**src/rtl/if_id_branch_stage_if.sv**
```systemverilog
// ---------------------------------------------------------------------------
// if_id_branch_stage_if
//   Bundles the IF/ID stage signals exchanged between the if_id_branch_stage
//   block and the surrounding pipeline.
//   master : pipeline side; drives fetch/forwarding/hazard inputs and
//            observes the registered instruction, operands and control.
//   slave  : if_id_branch_stage side.
// ---------------------------------------------------------------------------
interface if_id_branch_stage_if #(
    parameter int DATA_W     = 32,
    parameter int PERF_CNT_W = 16
);
    // Fetch side
    logic [DATA_W-1:0]     IF_Instr;
    logic [DATA_W-1:0]     IF_PC_Plus4;
    // Register file and forwarding sources
    logic [DATA_W-1:0]     RF_Read1;
    logic [DATA_W-1:0]     RF_Read2;
    logic [1:0]            ID_Forward_1;
    logic [1:0]            ID_Forward_2;
    logic [DATA_W-1:0]     EX_MEM_ALUOut;
    logic [DATA_W-1:0]     MEM_WB_WriteData;
    // Downstream hazard information
    logic                  ID_EX_RegWrite;
    logic                  ID_EX_MemRead;
    logic [4:0]            ID_EX_Rd;
    logic                  EX_MEM_MemRead;
    logic [4:0]            EX_MEM_Rd;
    // Registered IF/ID contents
    logic [DATA_W-1:0]     IF_ID_Instr;
    logic [DATA_W-1:0]     IF_ID_PC_Plus4;
    logic [4:0]            IF_ID_Rs;
    logic [4:0]            IF_ID_Rt;
    // ID-stage results
    logic [DATA_W-1:0]     ID_Rs_Data;
    logic [DATA_W-1:0]     ID_Rt_Data;
    logic                  PC_Write;
    logic                  Branch_Taken;
    logic [DATA_W-1:0]     Branch_Target;
    logic                  ID_EX_Bubble;
    logic [PERF_CNT_W-1:0] Stall_Count;
    logic [PERF_CNT_W-1:0] Flush_Count;

    modport master (
        output IF_Instr, IF_PC_Plus4, RF_Read1, RF_Read2,
               ID_Forward_1, ID_Forward_2, EX_MEM_ALUOut, MEM_WB_WriteData,
               ID_EX_RegWrite, ID_EX_MemRead, ID_EX_Rd, EX_MEM_MemRead, EX_MEM_Rd,
        input  IF_ID_Instr, IF_ID_PC_Plus4, IF_ID_Rs, IF_ID_Rt,
               ID_Rs_Data, ID_Rt_Data, PC_Write, Branch_Taken, Branch_Target,
               ID_EX_Bubble, Stall_Count, Flush_Count
    );

    modport slave (
        input  IF_Instr, IF_PC_Plus4, RF_Read1, RF_Read2,
               ID_Forward_1, ID_Forward_2, EX_MEM_ALUOut, MEM_WB_WriteData,
               ID_EX_RegWrite, ID_EX_MemRead, ID_EX_Rd, EX_MEM_MemRead, EX_MEM_Rd,
        output IF_ID_Instr, IF_ID_PC_Plus4, IF_ID_Rs, IF_ID_Rt,
               ID_Rs_Data, ID_Rt_Data, PC_Write, Branch_Taken, Branch_Target,
               ID_EX_Bubble, Stall_Count, Flush_Count
    );
endinterface

```
**src/rtl/if_id_branch_stage.sv**
```systemverilog
// ---------------------------------------------------------------------------
// if_id_branch_stage
//   IF/ID pipeline register with ID-stage beq/bne resolution and hazard
//   stall generation for a 5-stage MIPS pipeline.
// Ports
//   clk    : rising-edge clock
//   reset  : synchronous, active-high; clears IF/ID to a NOP and the counters
//   bus    : if_id_branch_stage_if.slave
//            in  : IF_Instr, IF_PC_Plus4, RF_Read1/2, ID_Forward_1/2,
//                  EX_MEM_ALUOut, MEM_WB_WriteData, ID_EX_RegWrite,
//                  ID_EX_MemRead, ID_EX_Rd, EX_MEM_MemRead, EX_MEM_Rd
//            out : IF_ID_Instr, IF_ID_PC_Plus4, IF_ID_Rs, IF_ID_Rt,
//                  ID_Rs_Data, ID_Rt_Data, PC_Write, Branch_Taken,
//                  Branch_Target, ID_EX_Bubble, Stall_Count, Flush_Count
// ---------------------------------------------------------------------------
module if_id_branch_stage #(
    parameter int DATA_W     = 32,
    parameter int PERF_CNT_W = 16
) (
    input  logic                 clk,
    input  logic                 reset,
    if_id_branch_stage_if.slave  bus
);
    localparam logic [5:0] OP_BEQ = 6'h04;
    localparam logic [5:0] OP_BNE = 6'h05;

    logic [DATA_W-1:0]     instr_q, instr_d;
    logic [DATA_W-1:0]     pc4_q, pc4_d;
    logic [PERF_CNT_W-1:0] stall_cnt_q, stall_cnt_d;
    logic [PERF_CNT_W-1:0] flush_cnt_q, flush_cnt_d;

    logic [5:0]               opcode;
    logic [4:0]               rs, rt;
    logic                     is_branch;
    logic                     load_use, br_ex, br_load, stall;
    logic                     taken;
    logic [DATA_W-1:0]        rs_data, rt_data;
    logic signed [DATA_W-1:0] br_off;

    function automatic logic [PERF_CNT_W-1:0] sat_inc(input logic [PERF_CNT_W-1:0] v);
        return (&v) ? v : v + PERF_CNT_W'(1);
    endfunction

    // Code 2'b11 is unused by the forwarding unit and falls back to the RF value.
    function automatic logic [DATA_W-1:0] fwd_sel(input logic [1:0]        code,
                                                  input logic [DATA_W-1:0] rf,
                                                  input logic [DATA_W-1:0] ex_mem,
                                                  input logic [DATA_W-1:0] mem_wb);
        case (code)
            2'b01:   return ex_mem;
            2'b10:   return mem_wb;
            default: return rf;
        endcase
    endfunction

    // $zero never carries a real dependency.
    function automatic logic hz_match(input logic [4:0] rd,
                                      input logic [4:0] src_s,
                                      input logic [4:0] src_t);
        return (rd != 5'd0) && ((rd == src_s) || (rd == src_t));
    endfunction

    // ---- ID stage: decode, operand select, hazard and branch resolution ----
    always_comb begin
        opcode    = instr_q[31:26];
        rs        = instr_q[25:21];
        rt        = instr_q[20:16];
        is_branch = (opcode == OP_BEQ) || (opcode == OP_BNE);

        rs_data = fwd_sel(bus.ID_Forward_1, bus.RF_Read1, bus.EX_MEM_ALUOut, bus.MEM_WB_WriteData);
        rt_data = fwd_sel(bus.ID_Forward_2, bus.RF_Read2, bus.EX_MEM_ALUOut, bus.MEM_WB_WriteData);

        load_use = bus.ID_EX_MemRead && hz_match(bus.ID_EX_Rd, rs, rt);
        // A branch compares in ID, so it must also wait for an ALU result
        // still in EX and for a load result still in MEM.
        br_ex    = is_branch && bus.ID_EX_RegWrite && hz_match(bus.ID_EX_Rd, rs, rt);
        br_load  = is_branch && bus.EX_MEM_MemRead && hz_match(bus.EX_MEM_Rd, rs, rt);
        stall    = load_use || br_ex || br_load;

        // Stall dominates: a branch with stale operands must not redirect.
        taken = !stall && is_branch &&
                ((opcode == OP_BEQ) ? (rs_data == rt_data) : (rs_data != rt_data));

        br_off = $signed({{(DATA_W-16){instr_q[15]}}, instr_q[15:0]}) <<< 2;
    end

    // ---- IF/ID register next state ----
    always_comb begin
        instr_d     = instr_q;
        pc4_d       = pc4_q;
        stall_cnt_d = stall_cnt_q;
        flush_cnt_d = flush_cnt_q;
        if (stall) begin
            stall_cnt_d = sat_inc(stall_cnt_q);
        end else if (taken) begin
            // The wrong-path fetch is squashed into a NOP; its PC+4 is kept.
            instr_d     = '0;
            pc4_d       = bus.IF_PC_Plus4;
            flush_cnt_d = sat_inc(flush_cnt_q);
        end else begin
            instr_d = bus.IF_Instr;
            pc4_d   = bus.IF_PC_Plus4;
        end
    end

    // ---- IF -> ID boundary ----
    always_ff @(posedge clk) begin
        if (reset) begin
            instr_q     <= '0;
            pc4_q       <= '0;
            stall_cnt_q <= '0;
            flush_cnt_q <= '0;
        end else begin
            instr_q     <= instr_d;
            pc4_q       <= pc4_d;
            stall_cnt_q <= stall_cnt_d;
            flush_cnt_q <= flush_cnt_d;
        end
    end

    assign bus.IF_ID_Instr    = instr_q;
    assign bus.IF_ID_PC_Plus4 = pc4_q;
    assign bus.IF_ID_Rs       = rs;
    assign bus.IF_ID_Rt       = rt;
    assign bus.ID_Rs_Data     = rs_data;
    assign bus.ID_Rt_Data     = rt_data;
    assign bus.PC_Write       = !stall;
    assign bus.Branch_Taken   = taken;
    assign bus.Branch_Target  = pc4_q + $unsigned(br_off);
    assign bus.ID_EX_Bubble   = stall;
    assign bus.Stall_Count    = stall_cnt_q;
    assign bus.Flush_Count    = flush_cnt_q;
endmodule

```
**src/flat_wrapper.sv**
```systemverilog
// flat-port wrapper written by rule: the top's interface ports become plain ports
module if_id_branch_stage_flat 
#(
    parameter int DATA_W     = 32,
    parameter int PERF_CNT_W = 16
)
  (clk, reset, bus_IF_Instr, bus_IF_PC_Plus4, bus_RF_Read1, bus_RF_Read2, bus_ID_Forward_1, bus_ID_Forward_2, bus_EX_MEM_ALUOut, bus_MEM_WB_WriteData, bus_ID_EX_RegWrite, bus_ID_EX_MemRead, bus_ID_EX_Rd, bus_EX_MEM_MemRead, bus_EX_MEM_Rd, bus_IF_ID_Instr, bus_IF_ID_PC_Plus4, bus_IF_ID_Rs, bus_IF_ID_Rt, bus_ID_Rs_Data, bus_ID_Rt_Data, bus_PC_Write, bus_Branch_Taken, bus_Branch_Target, bus_ID_EX_Bubble, bus_Stall_Count, bus_Flush_Count);
  if_id_branch_stage_if #(.DATA_W(DATA_W), .PERF_CNT_W(PERF_CNT_W)) bus_i ();
  input  logic clk;
  input  logic reset;
  input wire logic [$bits(bus_i.IF_Instr)-1:0] bus_IF_Instr;
  input wire logic [$bits(bus_i.IF_PC_Plus4)-1:0] bus_IF_PC_Plus4;
  input wire logic [$bits(bus_i.RF_Read1)-1:0] bus_RF_Read1;
  input wire logic [$bits(bus_i.RF_Read2)-1:0] bus_RF_Read2;
  input wire logic [$bits(bus_i.ID_Forward_1)-1:0] bus_ID_Forward_1;
  input wire logic [$bits(bus_i.ID_Forward_2)-1:0] bus_ID_Forward_2;
  input wire logic [$bits(bus_i.EX_MEM_ALUOut)-1:0] bus_EX_MEM_ALUOut;
  input wire logic [$bits(bus_i.MEM_WB_WriteData)-1:0] bus_MEM_WB_WriteData;
  input wire logic [$bits(bus_i.ID_EX_RegWrite)-1:0] bus_ID_EX_RegWrite;
  input wire logic [$bits(bus_i.ID_EX_MemRead)-1:0] bus_ID_EX_MemRead;
  input wire logic [$bits(bus_i.ID_EX_Rd)-1:0] bus_ID_EX_Rd;
  input wire logic [$bits(bus_i.EX_MEM_MemRead)-1:0] bus_EX_MEM_MemRead;
  input wire logic [$bits(bus_i.EX_MEM_Rd)-1:0] bus_EX_MEM_Rd;
  output wire logic [$bits(bus_i.IF_ID_Instr)-1:0] bus_IF_ID_Instr;
  output wire logic [$bits(bus_i.IF_ID_PC_Plus4)-1:0] bus_IF_ID_PC_Plus4;
  output wire logic [$bits(bus_i.IF_ID_Rs)-1:0] bus_IF_ID_Rs;
  output wire logic [$bits(bus_i.IF_ID_Rt)-1:0] bus_IF_ID_Rt;
  output wire logic [$bits(bus_i.ID_Rs_Data)-1:0] bus_ID_Rs_Data;
  output wire logic [$bits(bus_i.ID_Rt_Data)-1:0] bus_ID_Rt_Data;
  output wire logic [$bits(bus_i.PC_Write)-1:0] bus_PC_Write;
  output wire logic [$bits(bus_i.Branch_Taken)-1:0] bus_Branch_Taken;
  output wire logic [$bits(bus_i.Branch_Target)-1:0] bus_Branch_Target;
  output wire logic [$bits(bus_i.ID_EX_Bubble)-1:0] bus_ID_EX_Bubble;
  output wire logic [$bits(bus_i.Stall_Count)-1:0] bus_Stall_Count;
  output wire logic [$bits(bus_i.Flush_Count)-1:0] bus_Flush_Count;
  assign bus_i.IF_Instr = bus_IF_Instr;
  assign bus_i.IF_PC_Plus4 = bus_IF_PC_Plus4;
  assign bus_i.RF_Read1 = bus_RF_Read1;
  assign bus_i.RF_Read2 = bus_RF_Read2;
  assign bus_i.ID_Forward_1 = bus_ID_Forward_1;
  assign bus_i.ID_Forward_2 = bus_ID_Forward_2;
  assign bus_i.EX_MEM_ALUOut = bus_EX_MEM_ALUOut;
  assign bus_i.MEM_WB_WriteData = bus_MEM_WB_WriteData;
  assign bus_i.ID_EX_RegWrite = bus_ID_EX_RegWrite;
  assign bus_i.ID_EX_MemRead = bus_ID_EX_MemRead;
  assign bus_i.ID_EX_Rd = bus_ID_EX_Rd;
  assign bus_i.EX_MEM_MemRead = bus_EX_MEM_MemRead;
  assign bus_i.EX_MEM_Rd = bus_EX_MEM_Rd;
  assign bus_IF_ID_Instr = bus_i.IF_ID_Instr;
  assign bus_IF_ID_PC_Plus4 = bus_i.IF_ID_PC_Plus4;
  assign bus_IF_ID_Rs = bus_i.IF_ID_Rs;
  assign bus_IF_ID_Rt = bus_i.IF_ID_Rt;
  assign bus_ID_Rs_Data = bus_i.ID_Rs_Data;
  assign bus_ID_Rt_Data = bus_i.ID_Rt_Data;
  assign bus_PC_Write = bus_i.PC_Write;
  assign bus_Branch_Taken = bus_i.Branch_Taken;
  assign bus_Branch_Target = bus_i.Branch_Target;
  assign bus_ID_EX_Bubble = bus_i.ID_EX_Bubble;
  assign bus_Stall_Count = bus_i.Stall_Count;
  assign bus_Flush_Count = bus_i.Flush_Count;
  if_id_branch_stage #(.DATA_W(DATA_W), .PERF_CNT_W(PERF_CNT_W)) u_core (.clk(clk), .reset(reset), .bus(bus_i));
endmodule
```
**config.mk**
```make
export PLATFORM = sky130hd
export DESIGN_NAME = if_id_branch_stage_flat
export DESIGN_NICKNAME = d
export VERILOG_FILES = /design/src/rtl/if_id_branch_stage_if.sv /design/src/rtl/if_id_branch_stage.sv /design/src/flat_wrapper.sv
export SDC_FILE = /design/constraint.sdc
export NUM_CORES = 1
export LEC_CHECK = 0
export ABC_AREA = 1
export CAP_MARGIN = 20
export CORE_ASPECT_RATIO = 0.5
export CORE_MARGIN = 5
export CORE_UTILIZATION = 45
export CTS_BUF_LIST = sky130_fd_sc_hd__clkbuf_8 sky130_fd_sc_hd__clkbuf_16
export DETAILED_ROUTE_END_ITERATION = 6
export PLACE_DENSITY = 0.95
export SLEW_MARGIN = 20
export SYNTH_ARGS = -nofsm -noshare
export SYNTH_HDL_FRONTEND = slang
export SYNTH_SLANG_ARGS = --single-unit
```
**constraint.sdc**
```tcl
create_clock -name clk -period 12 [get_ports clk]
set_input_delay 3.6 -clock clk [delete_from_list [all_inputs] [get_ports clk]]
set_output_delay 3.6 -clock clk [all_outputs]
set_load 0.01 [all_outputs]
```
==> impl_results.md <==
* Outcome: completed
* Most frequent cells in the layout: clkdlybuf4s50_1 (415), nand2_1 (399), nor2_1 (213)
* Hold Path Class: reg2reg
* Setup_tns at 0 ns
* Boundary Pins at 416
* Layout fillers at 1586
* Initial antenna violation count at 3
* Reg2reg setup slack at 8.45 ns
* Synth cell types at 39
* Critical Path End Type: output port
* Core area at 18440 sq um
* Fin. max-slew vios at 0
* Max_cap viols at 0
* Worst slew pin tran at 1.142 ns
* Hpwl dp at 26270 um
* H-Tree Depth at 3
* WHS Endpoint: u_core.bus.Stall_Count[4]
* Min Hold Slack at 0.4698 ns
* Die area at 21820 sq um
* Crit path max fanout at 63
* Worst Setup Start Kind: primary input
* Synthesized instance count at 1423
* Minimum clock period at 10.55 ns
* CTS Buf Count at 9
* R2r endpoint: u_core.bus.Stall_Count[14]
* # nets final at 2038
* Post-CTS Resized at 0
* PortBufs at 415
* Class of the most critical setup path: in2out
* Via/cell ratio at 5.036
* Clock Skew at 0.008380 ns
* Most common cell after layout, fill and taps aside: clkdlybuf4s50_1
* Vias after detailed routing at 10354
* Routed wire length at 32900 um
* Critical Path RT at 8.40 ns
* GRT Util Overall at 28.96%
* Share of cells above drive strength 1 at 7.911%
* Ys Warns at 0
* Max Freq at 94.76 MHz
* Clock slew at reported path FFs at 0.06 ns
* Die W at 204.0 um
* Hold buffer count at cts at 0
* Avg Inst Size Synth at 5.948 sq um
* Top FF cell, synth: dfxtp_1
* Number of setup violations in the final report at 0
* Synthesized cell area at 8464 sq um
* Initial DRC Count at 560
* CTS tree: yes
* Final Hold Fails at 0
* Worst skew pair latency at 0.33 ns
* RePlAce Congestion at 0.9979
* Relative slew margins at 23.89%
* Top post-synthesis cells by area: dfxtp_1 (23%), nand2_1 (18%), nor2_1 (9.4%), nand3_1 (5.7%), inv_1 (5.3%)
* Avg WL per Cell at 16.00 um
* LEAKAGE at 5.916 nW
* Worst EP arrival at 6.95 ns
* Placed Instances at 2039
* Worst vdd ir at 82.64 uV
* Row cnt at 35
* PwrDens at 90.60 nW/um^2
* RSZ-0062 raised after global routing: no
* Grt total ovfl at 0
* Reg2reg start: u_core.bus.IF_ID_Instr[31]
* Hold Crit Depth at 2
* Fraction of registers with async set/reset at 0%
* Post-Layout Cell Count at 2056
* Worst setup margin at 1.447 ns
* Pre-antenna DRT Iters at 5
* Post-synth top area share at 22.71%
* First-pass GRT wire length at 51660 um
* Die Ht at 107.0 um
* Final Util at 70.42%
* Initial Utilization at 45.91%
* # DRC at 0
* Synthesis-stage register bit count at 96
* Synthesized net count at 1670
* Post-route ant nets at 0
* Largest area contributor in the netlist: dfxtp_1
* Sequential-to-total area share from yosys stat at 22.71%
* Vias in the first global route at 9987
* Largest net degree at the start of global routing at 65
* Area growth syn-to-layout at 53.39%
* Pre-CTS WS at 1.504 ns
* Reg2Reg Depth at 11
* Post-CTS Setup Repair Bufs at 0
* Number of synthesized flops with an enable pin at 0
* Final Cycle Share at 87.94%
* Clock root buffer: clkbuf_16
* CTS Buffer Depth at 2
* Hold_sp: u_core.bus.Stall_Count[4]
* Clock Sinks at 96
==> metal layers <==
| layer | GRT usage (%) | wire length (um) | up-vias |
|---|---|---|---|
| li1 | - | - | 5225 |
| met1 | 33.91 | 12860 | 4684 |
| met2 | 52.05 | 16460 | 369 |
| met3 | 6.860 | 2405 | 74 |
| met4 | 10.42 | 1160 | 2 |
| met5 | 0 | 11 | - |
==> cells in the mapped netlist (2+ instances only) <==
cell type	instances
nand2_1	400
nor2_1	213
inv_1	120
dfxtp_1	96
nand3_1	96
a21oi_1	58
o21ai_0	58
inv_2	56
ha_1	35
xor2_1	32
o211ai_2	29
or2_2	26
buf_2	23
xnor2_1	23
nand4_1	22
clkbuf_1	21
nor3_1	20
or2_0	16
buf_4	14
or2_1	12
o21ai_1	9
a31oi_1	6
o211ai_1	5
buf_6	4
clkbuf_2	4
a21boi_0	3
buf_1	3
nor2_2	3
nor4_1	3
nor3b_1	2
o21a_1	2
o21bai_1	2
==> worst max-delay path by stage <==
stage                              from          endpoint  slack, ns  cells past startpoint
floorplan           bus_ID_Forward_2[0]  bus_Branch_Taken       2.91                     17
global placement    bus_ID_Forward_1[0]  bus_Branch_Taken       1.56                     16
detailed placement  bus_ID_Forward_2[0]  bus_Branch_Taken       1.50                     16
CTS                 bus_ID_Forward_2[0]  bus_Branch_Taken       1.51                     16
global route        bus_ID_Forward_1[0]  bus_Branch_Taken       1.19                     17
finish              bus_ID_Forward_2[0]  bus_Branch_Taken       1.45                     16
==> report_power, final <==
| part | internal (mW) | leakage (nW) | switching, mW |
|---|---|---|---|
| Clock | 0.192 | 0.163 | 0.119 |
| Combinational | 0.263 | 4.96 | 0.250 |
| Sequential | 0.335 | 0.791 | 0.0184 |
| Total | 0.789 | 5.92 | 0.387 |
==> final cells by class <==
type	count	area (sq um)	area share (%)
well taps	259	324.1	2.496
repair buffers	426	4237	32.63
inverters	177	664.4	5.117
clock inverters	4	68.82	0.5300
flip-flops and latches	96	1922	14.80
diodes	2	5.005	0.03855
multi-input cells	1081	5510	42.44
clock buffers	11	252.7	1.947
==> flip-flops by register name, summed over array words and instances, names as in the netlist <==
signal / cells
u_core.bus.Stall_Count: 16
u_core.bus.Flush_Count: 16
u_core.bus.IF_ID_PC_Plus4: 32
u_core.bus.IF_ID_Instr: 32
==> stage by stage <==
| stage | total power [mW] | area (sq um) |
|---|---|---|
| finish | 1.176 | 12980 |
| global route | 1.246 | 12980 |
| floorplan | 0.6062 | 8464 |
| detailed placement | 0.8699 | 12660 |
| global placement | 0.8629 | 12660 |
| CTS | 1.182 | 12980 |
==> logic make-up after synthesis <==
group,synth area share (%)
and+or+nand+nor,40.64
buffers and inverters,12.28
AOI/OAI and AO/OA,13.27
DFF,22.71
xor gates and xnor gates,5.691
adders and majority gates,5.410
==> worst max-delay path, stage by stage <==
cell,delay (ns)
clkdlybuf4s50_1,0.48
inv_1,0.05
ha_1,0.32
inv_2,0.69
or2_2,0.24
nand2_1,0.09
xnor2_1,0.25
nand2_1,0.09
nor2_1,0.09
nand2_1,0.06
nor2_2,0.12
nand2_1,0.08
nand2_1,0.07
nand3_2,0.09
inv_1,0.08
clkdlybuf4s50_1,0.53
No activity file was read; power rests on OpenSTA's default activity.
